[src/rtl/i2s_frame_sequencer_if.sv]
// rtl/i2s_frame_sequencer_if.sv - Tx/Rx FIFO handshake bundle between the I2S frame sequencer and the register block
interface i2s_frame_sequencer_if #(
  parameter int DATA_W = 32
);
  logic              Tx_empty;
  logic [DATA_W-1:0] Tx_data;
  logic              Tx_ren;
  logic              Rx_full;
  logic              Rx_wen;
  logic [DATA_W-1:0] Rx_data;

  // Sequencer side: pops Tx words, pushes Rx words
  modport master (
    input  Tx_empty, Tx_data, Rx_full,
    output Tx_ren, Rx_wen, Rx_data
  );

  // FIFO side
  modport slave (
    output Tx_empty, Tx_data, Rx_full,
    input  Tx_ren, Rx_wen, Rx_data
  );
endinterface

[src/rtl/i2s_frame_sequencer.sv]
// rtl/i2s_frame_sequencer.sv - master-mode I2S frame sequencer; optional I2S_LOOPBACK_EN samples sd_out instead of sd_in
module i2s_frame_sequencer #(
  parameter int DIV_W  = 8,
  parameter int DATA_W = 32
) (
  input  logic                  pclk,
  input  logic                  preset,
  input  logic                  enable,
  input  logic [1:0]            word_len,
  input  logic [DIV_W-1:0]      clk_div,
  input  logic                  clr_flags,
  i2s_frame_sequencer_if.master fifo,
  input  logic                  sd_in,
  output logic                  sck,
  output logic                  ws,
  output logic                  sd_out,
  output logic                  busy,
  output logic                  underrun,
  output logic                  overrun
);

  typedef enum logic [1:0] {IDLE, PRIME, RUN, STOP} state_t;

  state_t            state, state_nxt;
  logic [DIV_W-1:0]  div_cnt, div_lat, div_eff;
  logic [1:0]        wl_lat;
  logic [5:0]        bitcnt, bitcnt_inc, bitcnt_ws, n_bits;
  logic [4:0]        off_now, off_nxt;
  logic [DATA_W-1:0] tx_sr, tx_hold, rx_sr, rx_next, fetch_word;
  logic              run_first, fetch_d, ren_d, push_pend;
  logic              active, tick, rise, fall, frame_end;
  logic              prefetch, fetch, underrun_set, overrun_set;
  logic              sample, new_msb;

`ifdef I2S_LOOPBACK_EN
  logic unused_sd_in;
  assign unused_sd_in = sd_in;
  assign sample       = sd_out;
`else
  assign sample       = sd_in;
`endif

  // A divider of 0 would make SCK as fast as pclk and break the Tx load spacing
  assign div_eff    = (clk_div == '0) ? DIV_W'(1) : clk_div;
  assign active     = (state == RUN) || (state == STOP);
  assign tick       = active && (div_cnt == div_lat);
  assign rise       = tick && !sck;
  assign fall       = tick && sck;
  assign bitcnt_inc = bitcnt + 6'd1;
  assign bitcnt_ws  = bitcnt + 6'd2;
  assign frame_end  = fall && (bitcnt == 6'd63);
  assign off_now    = bitcnt[4:0];
  assign off_nxt    = bitcnt_inc[4:0];
  assign n_bits     = {1'b0, wl_lat, 3'b000} + 6'd8;
  assign fetch_word = ren_d ? fifo.Tx_data : '0;
  // Channel boundaries reload from the holding register instead of shifting
  assign new_msb    = (off_nxt == 5'd0) ? tx_hold[DATA_W-1] : tx_sr[DATA_W-2];
  // Right channel is always fetched; the next frame's left word only while still running
  assign prefetch   = rise && ((bitcnt == 6'd31) ||
                               ((bitcnt == 6'd63) && (state == RUN) && enable));

  // Received word under construction: cleared at channel offset 0, filled MSB first
  always_comb begin
    rx_next = (off_now == 5'd0) ? '0 : rx_sr;
    rx_next[5'd31 - off_now] = sample;
  end

  // State register
  always_ff @(posedge pclk or negedge preset) begin
    if (!preset) state <= IDLE;
    else         state <= state_nxt;
  end

  // Next-state logic; STOP lets the current frame run to its last SCK
  always_comb begin
    state_nxt = state;
    case (state)
      IDLE:    if (enable) state_nxt = PRIME;
      PRIME:   state_nxt = RUN;
      RUN:     if (!enable) state_nxt = STOP;
      STOP:    if (frame_end) state_nxt = IDLE;
      default: state_nxt = IDLE;
    endcase
  end

  // FSM outputs: FIFO strobes and error-flag set conditions
  always_comb begin
    busy         = (state != IDLE);
    fetch        = (state == PRIME) || prefetch;
    fifo.Tx_ren  = fetch && !fifo.Tx_empty;
    fifo.Rx_wen  = push_pend && !fifo.Rx_full;
    underrun_set = fetch && fifo.Tx_empty;
    overrun_set  = push_pend && fifo.Rx_full;
  end

  // Tx fetch pipeline, holding register and per-frame config latch
  always_ff @(posedge pclk or negedge preset) begin
    if (!preset) begin
      run_first <= 1'b0;
      fetch_d   <= 1'b0;
      ren_d     <= 1'b0;
      tx_hold   <= '0;
      wl_lat    <= 2'd0;
      div_lat   <= '0;
    end else begin
      run_first <= (state == PRIME);
      fetch_d   <= fetch;
      ren_d     <= fifo.Tx_ren;
      if (fetch_d) tx_hold <= fetch_word;
      if ((state == PRIME) || (frame_end && (state == RUN))) begin
        wl_lat  <= word_len;
        div_lat <= div_eff;
      end
    end
  end

  // SCK divider: toggles sck every div_lat+1 pclk cycles while a frame is active
  always_ff @(posedge pclk or negedge preset) begin
    if (!preset) begin
      div_cnt <= '0;
      sck     <= 1'b0;
    end else if (!active) begin
      div_cnt <= '0;
      sck     <= 1'b0;
    end else if (tick) begin
      div_cnt <= '0;
      sck     <= ~sck;
    end else begin
      div_cnt <= div_cnt + 1'b1;
    end
  end

  // Transmit side: bit counter, word select and MSB-first shift register
  always_ff @(posedge pclk or negedge preset) begin
    if (!preset) begin
      bitcnt <= 6'd0;
      ws     <= 1'b0;
      sd_out <= 1'b0;
      tx_sr  <= '0;
    end else if (run_first) begin
      bitcnt <= 6'd0;
      ws     <= 1'b0;
      tx_sr  <= fetch_word;
      sd_out <= fetch_word[DATA_W-1];
    end else if (!active) begin
      bitcnt <= 6'd0;
      ws     <= 1'b0;
      sd_out <= 1'b0;
    end else if (fall) begin
      bitcnt <= bitcnt_inc;
      if (frame_end && (state == STOP)) begin
        ws     <= 1'b0;
        sd_out <= 1'b0;
      end else begin
        ws     <= bitcnt_ws[5];
        tx_sr  <= (off_nxt == 5'd0) ? tx_hold : (tx_sr << 1);
        sd_out <= ({1'b0, off_nxt} < n_bits) ? new_msb : 1'b0;
      end
    end
  end

  // Receive side: sample on SCK rise, push the word one pclk after its last bit
  always_ff @(posedge pclk or negedge preset) begin
    if (!preset) begin
      rx_sr        <= '0;
      push_pend    <= 1'b0;
      fifo.Rx_data <= '0;
    end else begin
      push_pend <= 1'b0;
      if (rise && ({1'b0, off_now} < n_bits)) begin
        rx_sr <= rx_next;
        if ({1'b0, off_now} == (n_bits - 6'd1)) begin
          push_pend    <= 1'b1;
          fifo.Rx_data <= rx_next;
        end
      end
    end
  end

  // Sticky error flags; a new event outranks a same-cycle clear
  always_ff @(posedge pclk or negedge preset) begin
    if (!preset) begin
      underrun <= 1'b0;
      overrun  <= 1'b0;
    end else begin
      if (underrun_set)   underrun <= 1'b1;
      else if (clr_flags) underrun <= 1'b0;
      if (overrun_set)    overrun  <= 1'b1;
      else if (clr_flags) overrun  <= 1'b0;
    end
  end

endmodule

[src/flat_wrapper.sv]
// flat-port wrapper written by rule: the top's interface ports become plain ports
module i2s_frame_sequencer_flat 
#(
  parameter int DIV_W  = 8,
  parameter int DATA_W = 32
)
  (pclk, preset, enable, word_len, clk_div, clr_flags, sd_in, sck, ws, sd_out, busy, underrun, overrun, fifo_Tx_empty, fifo_Tx_data, fifo_Rx_full, fifo_Tx_ren, fifo_Rx_wen, fifo_Rx_data);
  i2s_frame_sequencer_if #(.DATA_W(DATA_W)) fifo_i ();
  input  logic pclk;
  input  logic preset;
  input  logic enable;
  input  logic [1:0] word_len;
  input  logic [DIV_W-1:0] clk_div;
  input  logic clr_flags;
  input  logic sd_in;
  output logic sck;
  output logic ws;
  output logic sd_out;
  output logic busy;
  output logic underrun;
  output logic overrun;
  input wire logic [$bits(fifo_i.Tx_empty)-1:0] fifo_Tx_empty;
  input wire logic [$bits(fifo_i.Tx_data)-1:0] fifo_Tx_data;
  input wire logic [$bits(fifo_i.Rx_full)-1:0] fifo_Rx_full;
  output wire logic [$bits(fifo_i.Tx_ren)-1:0] fifo_Tx_ren;
  output wire logic [$bits(fifo_i.Rx_wen)-1:0] fifo_Rx_wen;
  output wire logic [$bits(fifo_i.Rx_data)-1:0] fifo_Rx_data;
  assign fifo_i.Tx_empty = fifo_Tx_empty;
  assign fifo_i.Tx_data = fifo_Tx_data;
  assign fifo_i.Rx_full = fifo_Rx_full;
  assign fifo_Tx_ren = fifo_i.Tx_ren;
  assign fifo_Rx_wen = fifo_i.Rx_wen;
  assign fifo_Rx_data = fifo_i.Rx_data;
  i2s_frame_sequencer #(.DIV_W(DIV_W), .DATA_W(DATA_W)) u_core (.pclk(pclk), .preset(preset), .enable(enable), .word_len(word_len), .clk_div(clk_div), .clr_flags(clr_flags), .fifo(fifo_i), .sd_in(sd_in), .sck(sck), .ws(ws), .sd_out(sd_out), .busy(busy), .underrun(underrun), .overrun(overrun));
endmodule
[config.mk]
export PLATFORM = sky130hd
export DESIGN_NAME = i2s_frame_sequencer_flat
export DESIGN_NICKNAME = d
export VERILOG_FILES = /design/src/rtl/i2s_frame_sequencer_if.sv /design/src/rtl/i2s_frame_sequencer.sv /design/src/flat_wrapper.sv
export SDC_FILE = /design/constraint.sdc
export NUM_CORES = 1
export LEC_CHECK = 0
export ABC_AREA = 1
export CAP_MARGIN = 10
export CORE_UTILIZATION = 57
export CTS_BUF_LIST = sky130_fd_sc_hd__clkbuf_16
export DETAILED_ROUTE_END_ITERATION = 7
export PLACE_DENSITY_LB_ADDON = 0.12
export SYNTH_ARGS = -nofsm -noshare
export SYNTH_HDL_FRONTEND = slang
export SYNTH_SLANG_ARGS = --single-unit
[constraint.sdc]
create_clock -name pclk -period 2.54 [get_ports pclk]
set_input_delay 0.254 -clock pclk [delete_from_list [all_inputs] [get_ports pclk]]
set_output_delay 0.254 -clock pclk [all_outputs]
set_load 0.03 [all_outputs]
==> metrics.csv <==
metric,value,unit
yosysTopAreaCell,dfrtp_1,
syn_area,0.00836,mm2
leakage,4.55,nW
endpoint_kind,primary output,
core_area,0.0141,mm2
place_hpwl,12.7,mm
crit_required,2290,ps
insertedDiodeCount,0,
synth_cell_type_count,31,
grt_pass1_vias,7023,
die_w,123,um
cts_tree,yes,
crit_arrival,2060,ps
seq_area_frac_synth,48.5,%
crit_type,reg -> out,
worstPathMaxFanout,4,
cp-startpoint,u_core.state[0],
rsz0062_at_grt,no,
status,completed,
synth_area_leaders,"dfrtp_1, nand2_1, nand3_1",
drc_errors,0,
worstReg2RegStart,u_core.bitcnt[1],
io_pins,89,
layout.cells.non_filler,1359,
insertion_delay,420,ps
place_inst,1326,
p_clk_share,30.0,%
period_share,91.2,%
postRouteAntennaNets,0,
drv_slew,0,
power.density,909,mW/mm2
routedWlPerCell,14.4,um
vias_per_cell,5.44,
start_util,59.3,%
p_comb_share,29.0,%
rows,43,
finalCriticalPeriod,2320,ps
maxSlewHeadroom,56.2,%
grt_max_degree,66,
grt_pass1_wl,32.8,mm
port-buffer-count,88,
firstDrtPassIters,7,
setup_ws,222,ps
place_ws,90.5,ps
synth_seq_cells,162,
vias,7394,
power_frac_seq,41.0,%
cts-root-buf,clkbuf_16,
clock_sinks,162,
switchingPower,3.19,mW
cp-start-kind,flop,
initialDrtViolationCount,668,
grt_usage,27.7,%
cts_buffers,17,
dieArea,0.0152,mm2
syn_inst,1097,
grt_overflow_total,0,
die-height,123,um
path_clk_slew,60,ps
clockBufferDepth,2,
area.growth.synth_to_final,19.9,%
final_nets,1230,
worstMarginPinSlew,657,ps
routed_wl,19.6,mm
mostFrequentLayoutCells,"nand2_1, nand3_1, dfrtp_1",
drive_gt1_share,7.80,%
final_common_cell,nand2_1,
syn_avg_cell_area,7.62,um2
tns,0,ps
hold_viol_final,0,
antenna_found_initial,0,
p_total,9.11,mW
h-tree-depth,4,
fmax,431,MHz
p_int,5.92,mW
dpl_cell_area,0.00939,mm2
finalInstanceArea,0.0100,mm2
setup_viol,0,
gp_congestion,0.912,
fin_skew,6.58,ps
irDropWorstVdd,547,uV
synth_top_area_share,48.5,%
synth_warnings,0,
synth_nets,1161,
postCtsSetupBuffers,0,
min_path_type,in -> async,
switching_share,35.1,%
maxCapViolCount,0,
layer usage:
layer,vias to the layer above,wire length (um),global-route usage (%)
met5,-,0,0
met4,0,356,9.34
met3,35,905,5.03
met2,222,9430,45.6
met1,3458,8920,36.9
li1,3679,-,-
cell families (layout without fill, tap and decap cells):
logic type / count (synthesis) / after routing / synth area share, %
compound gates: 153 / 153 / 9.44
xor+xnor: 4 / 4 / 0.419
fa+ha+maj: 15 / 15 / 2.25
buf+inv: 150 / 232 / 7.87
flops: 162 / 162 / 48.5
simple gates: 613 / 613 / 31.5
power groups by stage:
stage / clock network [mW] / logic [mW] / registers [mW]
finish: 2.74 / 2.64 / 3.73
global route: 2.87 / 3.01 / 3.81
CTS: 2.76 / 2.64 / 3.72
detailed placement: 0 / 2.59 / 3.75
global placement: 0 / 2.52 / 3.72
floorplan: 0 / 1.95 / 3.63
layout make-up:
cell class / instances / area [um2]
Multi-Input combinational cell: 785 / 3650
Tap cell: 180 / 225
Clock inverter: 15 / 199
Sequential cell: 162 / 4060
Fill cell: 1123 / 4070
Inverter: 86 / 325
Clock buffer: 17 / 425
Timing Repair Buffer: 114 / 1140
registers in the layout, indices dropped and copies added, names as in the netlist, 6 cells and up:
register	cells
u_core.bitcnt	6
u_core.div_cnt	8
u_core.tx_hold	32
u_core.rx_sr	32
u_core.fifo.Rx_data	32
u_core.tx_sr	31
u_core.div_lat	8
final timing paths:
check                                         end  slack (ps)  depth (start not counted)
min reg2reg                u_core.fifo.Rx_data[0]         470                          2
max                                   fifo_Tx_ren         220                          9
min in group pclk                u_core.wl_lat[1]         400                          3
max in group asynchronous        u_core.tx_sr[23]        1530                          3
max reg2reg                       u_core.tx_sr[5]         260                         14
min                             u_core.tx_hold[6]         310                          2
stage by stage:
stage	hold WS (ps)	utilization, %
3_3_place_gp	197	66.6
4_1_cts	322	71.1
2_1_floorplan	-41.6	-
6_report	311	71.1
5_1_grt	360	71.1
3_5_place_dp	202	66.6
worst max-delay path: stages (launching register included):
cell	delay, ps
dfrtp_1	400
inv_1	130
ha_2	220
nor2_1	90
inv_2	110
nand3_4	110
nor2_4	130
nand2_1	90
a21oi_1	170
buf_4	190
Yosys cell counts:
master / number
or2_2: 2
xnor2_1: 2
nand3_4: 1
nor3_1: 5
inv_1: 73
o22ai_1: 2
o21ai_4: 1
buf_6: 3
o21ai_0: 86
dfrtp_1: 162
nor4_1: 1
buf_2: 22
o21ai_1: 50
ha_1: 15
nand2_1: 371
nand3_1: 181
buf_1: 4
nand4_1: 5
buf_8: 4
nor2_4: 5
nor2_2: 2
xor2_1: 2
nand2_2: 10
clkbuf_1: 31
a21o_1: 1
o21bai_1: 1
o31ai_1: 1
nor2_1: 30
a21oi_1: 10
inv_2: 13
o211ai_1: 1
timing repair:
item                       in CTS  in global routing
setup endpoints to repair       1                  6
hold endpoints to repair       39                  0
hold buffers                    1                  0
gates resized for setup         3                  6
Power figures use the tool's default switching activity.
